File: config.mk
export PLATFORM = sky130hd
export DESIGN_NAME = axi_wr_job_sched
export DESIGN_NICKNAME = d
export VERILOG_FILES = /design/src/rtl/axi_wr_sched_pkg.sv /design/src/rtl/axi_wr_desc_fifo.sv /design/src/rtl/axi_wr_job_sched.sv
export SDC_FILE = /design/constraint.sdc
export NUM_CORES = 1
export LEC_CHECK = 0
export ABC_AREA = 1
export BUFFER_PORTS_ARGS = -buffer_cell sky130_fd_sc_hd__buf_2
export CAP_MARGIN = 10
export CORE_ASPECT_RATIO = 0.6
export CORE_UTILIZATION = 62
export CTS_CLUSTER_SIZE = 10
export DETAILED_ROUTE_END_ITERATION = 16
export HOLD_SLACK_MARGIN = 0.05
export PLACE_DENSITY = 0.82
export SLEW_MARGIN = 10
export SYNTH_ARGS = -nofsm -noshare
export SYNTH_HDL_FRONTEND = slang
export SYNTH_SLANG_ARGS = --single-unit
export TNS_END_PERCENT = 50
File: constraint.sdc
create_clock -name clk -period 12.3 [get_ports clk]
set_input_delay 2.46 -clock clk [delete_from_list [all_inputs] [get_ports clk]]
set_output_delay 2.46 -clock clk [all_outputs]
set_load 0.005 [all_outputs]
File: src/rtl/axi_wr_sched_pkg.sv
// Shared types and constants for the output write-job scheduler.
package axi_wr_sched_pkg;

    typedef enum logic [2:0] {
        ST_IDLE      = 3'd0,
        ST_LAUNCH    = 3'd1,
        ST_WAIT_BUSY = 3'd2,
        ST_WAIT_DONE = 3'd3,
        ST_RETIRE    = 3'd4
    } sched_state_e;

    localparam int DESC_PTR_W  = 64;
    localparam int DESC_SIZE_W = 32;

    // Descriptor layout at the default widths; the FIFO stores {ptr, size} in this order.
    typedef struct packed {
        logic [DESC_PTR_W-1:0]  ptr;
        logic [DESC_SIZE_W-1:0] size;
    } desc_t;

    localparam int PERF_BUSY_W = 32;
    localparam int PERF_JOBS_W = 16;

endpackage

File: src/rtl/axi_wr_desc_fifo.sv
// Synchronous register FIFO for write descriptors; wrap-flag pointers give full/empty/level.
module axi_wr_desc_fifo #(
    parameter int DEPTH = 4,
    parameter int WIDTH = 96
) (
    input  logic                     clk,
    input  logic                     rst_n,
    input  logic                     push,
    input  logic [WIDTH-1:0]         wdata,
    input  logic                     pop,
    output logic [WIDTH-1:0]         rdata,
    output logic                     full,
    output logic                     empty,
    output logic [$clog2(DEPTH):0]   level
);

    localparam int AW = $clog2(DEPTH);

    logic [AW:0]      wr_ptr;
    logic [AW:0]      rd_ptr;
    logic [WIDTH-1:0] mem [DEPTH];
    logic             push_ok;
    logic             pop_ok;

    assign push_ok = push && !full;
    assign pop_ok  = pop && !empty;

    always_ff @(posedge clk) begin
        if (!rst_n) begin
            wr_ptr <= '0;
            rd_ptr <= '0;
        end else begin
            if (push_ok) wr_ptr <= wr_ptr + (AW+1)'(1);
            if (pop_ok)  rd_ptr <= rd_ptr + (AW+1)'(1);
        end
    end

    // NOTE: storage is deliberately not reset; the pointers alone decide which entries are valid.
    always_ff @(posedge clk) begin
        if (push_ok) mem[wr_ptr[AW-1:0]] <= wdata;
    end

    assign full  = (wr_ptr[AW-1:0] == rd_ptr[AW-1:0]) && (wr_ptr[AW] != rd_ptr[AW]);
    assign empty = (wr_ptr == rd_ptr);
    assign level = wr_ptr - rd_ptr;
    assign rdata = mem[rd_ptr[AW-1:0]];

endmodule

File: src/rtl/axi_wr_job_sched.sv
// Output write-job scheduler: queues descriptors and runs one write-path job at a time.
// Define AXI_WR_SCHED_PERF_EN to build the busy-cycle and job performance counters.
module axi_wr_job_sched
    import axi_wr_sched_pkg::*;
#(
    parameter int DEPTH               = 4,
    parameter int AXI_ADDR_WIDTH      = 64,
    parameter int AXI_XFER_SIZE_WIDTH = 32
) (
    input  logic                           clk,
    input  logic                           rst_n,
    input  logic                           i_desc_valid,
    output logic                           o_desc_ready,
    input  logic [AXI_ADDR_WIDTH-1:0]      i_desc_ptr,
    input  logic [AXI_XFER_SIZE_WIDTH-1:0] i_desc_size,
    output logic                           o_axiwr_start,
    input  logic                           i_axiwr_done,
    output logic [AXI_ADDR_WIDTH-1:0]      o_data_ptr,
    output logic [AXI_XFER_SIZE_WIDTH-1:0] o_data_size_bytes,
    output logic                           o_cmpl_valid,
    output logic                           o_cmpl_zero,
    output logic                           o_busy,
    output logic [$clog2(DEPTH):0]         o_level,
    output logic [PERF_BUSY_W-1:0]         o_perf_busy_cycles,
    output logic [PERF_JOBS_W-1:0]         o_perf_jobs
);

    localparam int DW = AXI_ADDR_WIDTH + AXI_XFER_SIZE_WIDTH;

    sched_state_e                   state;
    logic [DW-1:0]                  head;
    logic                           fifo_full;
    logic                           fifo_empty;
    logic                           fifo_pop;
    logic [AXI_ADDR_WIDTH-1:0]      head_ptr;
    logic [AXI_XFER_SIZE_WIDTH-1:0] head_size;

    axi_wr_desc_fifo #(
        .DEPTH (DEPTH),
        .WIDTH (DW)
    ) u_fifo (
        .clk   (clk),
        .rst_n (rst_n),
        .push  (i_desc_valid),
        .wdata ({i_desc_ptr, i_desc_size}),
        .pop   (fifo_pop),
        .rdata (head),
        .full  (fifo_full),
        .empty (fifo_empty),
        .level (o_level)
    );

    assign head_ptr     = head[DW-1:AXI_XFER_SIZE_WIDTH];
    assign head_size    = head[AXI_XFER_SIZE_WIDTH-1:0];
    assign fifo_pop     = (state == ST_IDLE) && !fifo_empty;
    assign o_desc_ready = !fifo_full;
    assign o_busy       = !fifo_empty || (state != ST_IDLE);

    always_ff @(posedge clk) begin
        if (!rst_n) begin
            state             <= ST_IDLE;
            o_data_ptr        <= '0;
            o_data_size_bytes <= '0;
            o_axiwr_start     <= 1'b0;
            o_cmpl_valid      <= 1'b0;
            o_cmpl_zero       <= 1'b0;
        end else begin
            o_axiwr_start <= 1'b0;
            o_cmpl_valid  <= 1'b0;
            o_cmpl_zero   <= 1'b0;
            case (state)
                ST_IDLE: begin
                    if (!fifo_empty) begin
                        o_data_ptr        <= head_ptr;
                        o_data_size_bytes <= head_size;
                        if (head_size == '0) begin
                            state        <= ST_RETIRE;
                            o_cmpl_valid <= 1'b1;
                            o_cmpl_zero  <= 1'b1;
                        end else begin
                            state         <= ST_LAUNCH;
                            o_axiwr_start <= 1'b1;
                        end
                    end
                end
                ST_LAUNCH:    state <= ST_WAIT_BUSY;
                // done is still high from the previous idle period; only its fall proves acceptance
                ST_WAIT_BUSY: if (!i_axiwr_done) state <= ST_WAIT_DONE;
                ST_WAIT_DONE: begin
                    if (i_axiwr_done) begin
                        state        <= ST_RETIRE;
                        o_cmpl_valid <= 1'b1;
                    end
                end
                ST_RETIRE:    state <= ST_IDLE;
                default:      state <= ST_IDLE;
            endcase
        end
    end

`ifdef AXI_WR_SCHED_PERF_EN
    logic [PERF_BUSY_W-1:0] perf_busy;
    logic [PERF_JOBS_W-1:0] perf_jobs;

    always_ff @(posedge clk) begin
        if (!rst_n) begin
            perf_busy <= '0;
            perf_jobs <= '0;
        end else begin
            if ((state == ST_LAUNCH || state == ST_WAIT_BUSY || state == ST_WAIT_DONE)
                && perf_busy != '1)
                perf_busy <= perf_busy + PERF_BUSY_W'(1);
            if (state == ST_RETIRE && !o_cmpl_zero && perf_jobs != '1)
                perf_jobs <= perf_jobs + PERF_JOBS_W'(1);
        end
    end

    assign o_perf_busy_cycles = perf_busy;
    assign o_perf_jobs        = perf_jobs;
`else
    assign o_perf_busy_cycles = '0;
    assign o_perf_jobs        = '0;
`endif

endmodule

==> summary.txt <==
Status = complete, no violations
Warning count from the yosys run = 0
Number of global-route vias before repair = 11684
Crit path cell chain = inv_1 -> ha_1 -> fa_1 -> xor2_1 -> buf_2
Leakage = 8.02 nW
Register area share after synthesis = 73.7%
Starting density of the core = 64.0%
Root Buffer = clkbuf_16
Top FF cell, synth = edfxtp_1
First-pass GRT wire length = 64200 µm
Slew margin rel. = 23.1%
Minimum clock period = 4470 ps
Via-per-instance ratio = 5.70
Hold Crit Class = flip-flop to flip-flop
Worst Max-Slew Pin Slew = 1150 ps
Yosys top cell by area = edfxtp_1
Total track usage = 27.5%
Worst-Skew Late Latency = 570 ps
Antenna viol nets, final = 0
Skew final = 18.4 ps
Detailed-router iteration count before antenna repair = 5
Startpoint Class = flip-flop
Slowest-stage cell, CP = dfxtp_1
Die area = 30800 µm²
Syn_area_per_cell = 12.1 µm²
GP Congestion = 0.797
Req. time, crit path = 9840 ps
Detailed-route via count = 12360
Post-Syn Area = 18600 µm²
Cell area power density = 236 nW/µm²
Horiz. Die Dim = 226 µm
Final #Nets = 1827
Clock transition at path regs = 60 ps
Clock Tree Buf Depth = 3
Cts bufs inserted = 55
Synth top area share = 61.8%
Final max-slew violation count = 0
Worst VDD drop = 0.000173 V
Netlist cell types = 24
Largest net degree at the start of global routing = 130
CTS-repair resized insts = 0
Clk sink count = 494
Ports = 252
Fin crit share = 36.3%
Port Buffers = 203
Die height = 136 µm
Final wirelength = 42400 µm
Gr ovfl total = 0
Post-synthesis register bit count = 494
Post-synth EDFFs = 384
Post-route DRC = 0
Synth top area cells = edfxtp_1 62%, dfxtp_1 12%, o21ai_0 6.2%, nor2_1 5.5%, nand2_1 3.9%
Crit Path Class = flip-flop to primary output
# fillers = 1850
RSZ-0062 raised after global routing = false
DP HPWL = 23500 µm
Post-CTS setup buffers = 0
Layout cell share with drive strength beyond 1 = 16.0%
Post-Synthesis Cells = 1543
WL/cell = 19.5 µm
Async S/R FF share, synth = 0%
Final Hold Viols = 0
Max Fclk = 224 MHz
Final core occ = 73.0%
Core footprint = 29100 µm²
Initial antenna violation count = 11
Setup TNS = 0 ps
CTS tree = built
CP Data Arrival Time = 2010 ps
P&R area growth vs syn = 14.1%
Setup violators final = 0
# rows = 48
Max-cap viol count = 0
Number of DRC markers in iteration 0 = 1438
Hold slack = 536 ps
CP Max Fanout = 5
Hold buffer count at CTS = 0
H-tree depth = 2
Crit end category = primary output
Crit path largest cell delay = 390 ps
path summary, 6_finish.rpt:
path	from	to	slack, ps	depth (start not counted)
max reg2reg	flip-flop	o_cmpl_valid$_SDFF_PN0_	8490	12
min reg2reg	u_fifo.rd_ptr[2]$_SDFFE_PN0P_	u_fifo.rd_ptr[2]$_SDFFE_PN0P_	540	2
min	u_fifo.rd_ptr[2]$_SDFFE_PN0P_	u_fifo.rd_ptr[2]$_SDFFE_PN0P_	540	2
max	u_fifo.wr_ptr[0]$_SDFFE_PN0P_	o_level[2]	7830	5
sequential cells by signal, summed over array words and instances, names as in the netlist, named ones only:
| register | flops |
|---|---|
| o_data_ptr | 64 |
| u_fifo.mem | 384 |
| state | 3 |
| o_cmpl_zero | 1 |
| u_fifo.wr_ptr | 3 |
| u_fifo.rd_ptr | 3 |
| o_axiwr_start | 1 |
| o_cmpl_valid | 1 |
| o_data_size_bytes | 32 |
cells by family (layout without fill, tap and decap cells):
kind of cell / count (synthesis) / count (layout) / synth area share [%]
adders and majority gates: 8 / 8 / 0.577
xor gates and xnor gates: 1 / 1 / 0.0470
and+or+nand+nor: 541 / 541 / 11.4
buffers and inverters: 161 / 335 / 4.76
AOI/OAI and AO/OA: 337 / 337 / 9.53
other: 1 / 54 / 0.0201
DFF: 494 / 494 / 73.7
metrics by stage:
step           instance area [µm²]  instances  total power, mW  setup WS (ps)
2_1_floorplan                18800       1590             3.11           5100
3_3_place_gp                 19700       2062             3.51           7270
3_5_place_dp                 19700       2062             3.57           7270
4_1_cts                      21300       2164             5.04           7830
5_1_grt                      21300       2167             5.29           7680
6_report                     21300       2170             5.03           7830
worst max-delay path: cells and delay by family (launching register included):
| family | cells | cell delay (ps) |
|---|---|---|
| xor gates and xnor gates | 1 | 210 |
| DFF | 1 | 390 |
| buffers and inverters | 2 | 270 |
| adders and majority gates | 2 | 590 |
area by class of cell:
cell class / count / area [µm²] / share of cell area [%]
well taps: 400 / 500 / 2.35
multi-input cells: 935 / 4230 / 19.9
clock inverters: 1 / 8.76 / 0.0412
repair buffers: 215 / 1110 / 5.21
clock buffers: 101 / 1590 / 7.48
diodes: 6 / 15.0 / 0.0706
inverters: 18 / 77.6 / 0.365
flip-flops and latches: 494 / 13700 / 64.6
report_power, final:
part           leakage (nW)  switching [mW]  internal, mW
registers              4.44           0.134          2.05
logic                  2.82           0.956         0.423
clock network         0.759           0.606         0.862
total                  8.02            1.70          3.33
Yosys cell counts (16+ instances only):
| cell | instances |
|---|---|
| inv_1 | 16 |
| clkbuf_1 | 33 |
| nand3_1 | 69 |
| edfxtp_1 | 384 |
| a21oi_1 | 40 |
| o21ai_0 | 230 |
| buf_2 | 38 |
| buf_4 | 61 |
| dfxtp_1 | 110 |
| a31oi_1 | 64 |
| nand2_1 | 193 |
| nor2_1 | 275 |
layout by cell type, fill, tap and decap left out, types with 4 or more instances in the layout:
cell type	netlist	routed
a21oi_1	40	40
a31oi_1	64	64
buf_2	38	202
buf_4	61	13
clkbuf_1	33	44
clkbuf_16	0	57
conb_1	1	48
dfxtp_1	110	108
diode_2	0	6
edfxtp_1	384	384
ha_1	7	7
inv_1	16	15
nand2_1	193	193
nand3_1	69	69
nor2_1	275	271
nor2_4	0	4
o21ai_0	230	230
per-layer routing:
layer	GRT usage, %	share of wire (%)	up-vias
li1	-	-	5719
met1	37.3	40	5960
met2	44.8	49	576
met3	6.07	8.4	95
met4	8.77	2.5	10
met5	0	0.15	-
Power figures use the tool's default switching activity.
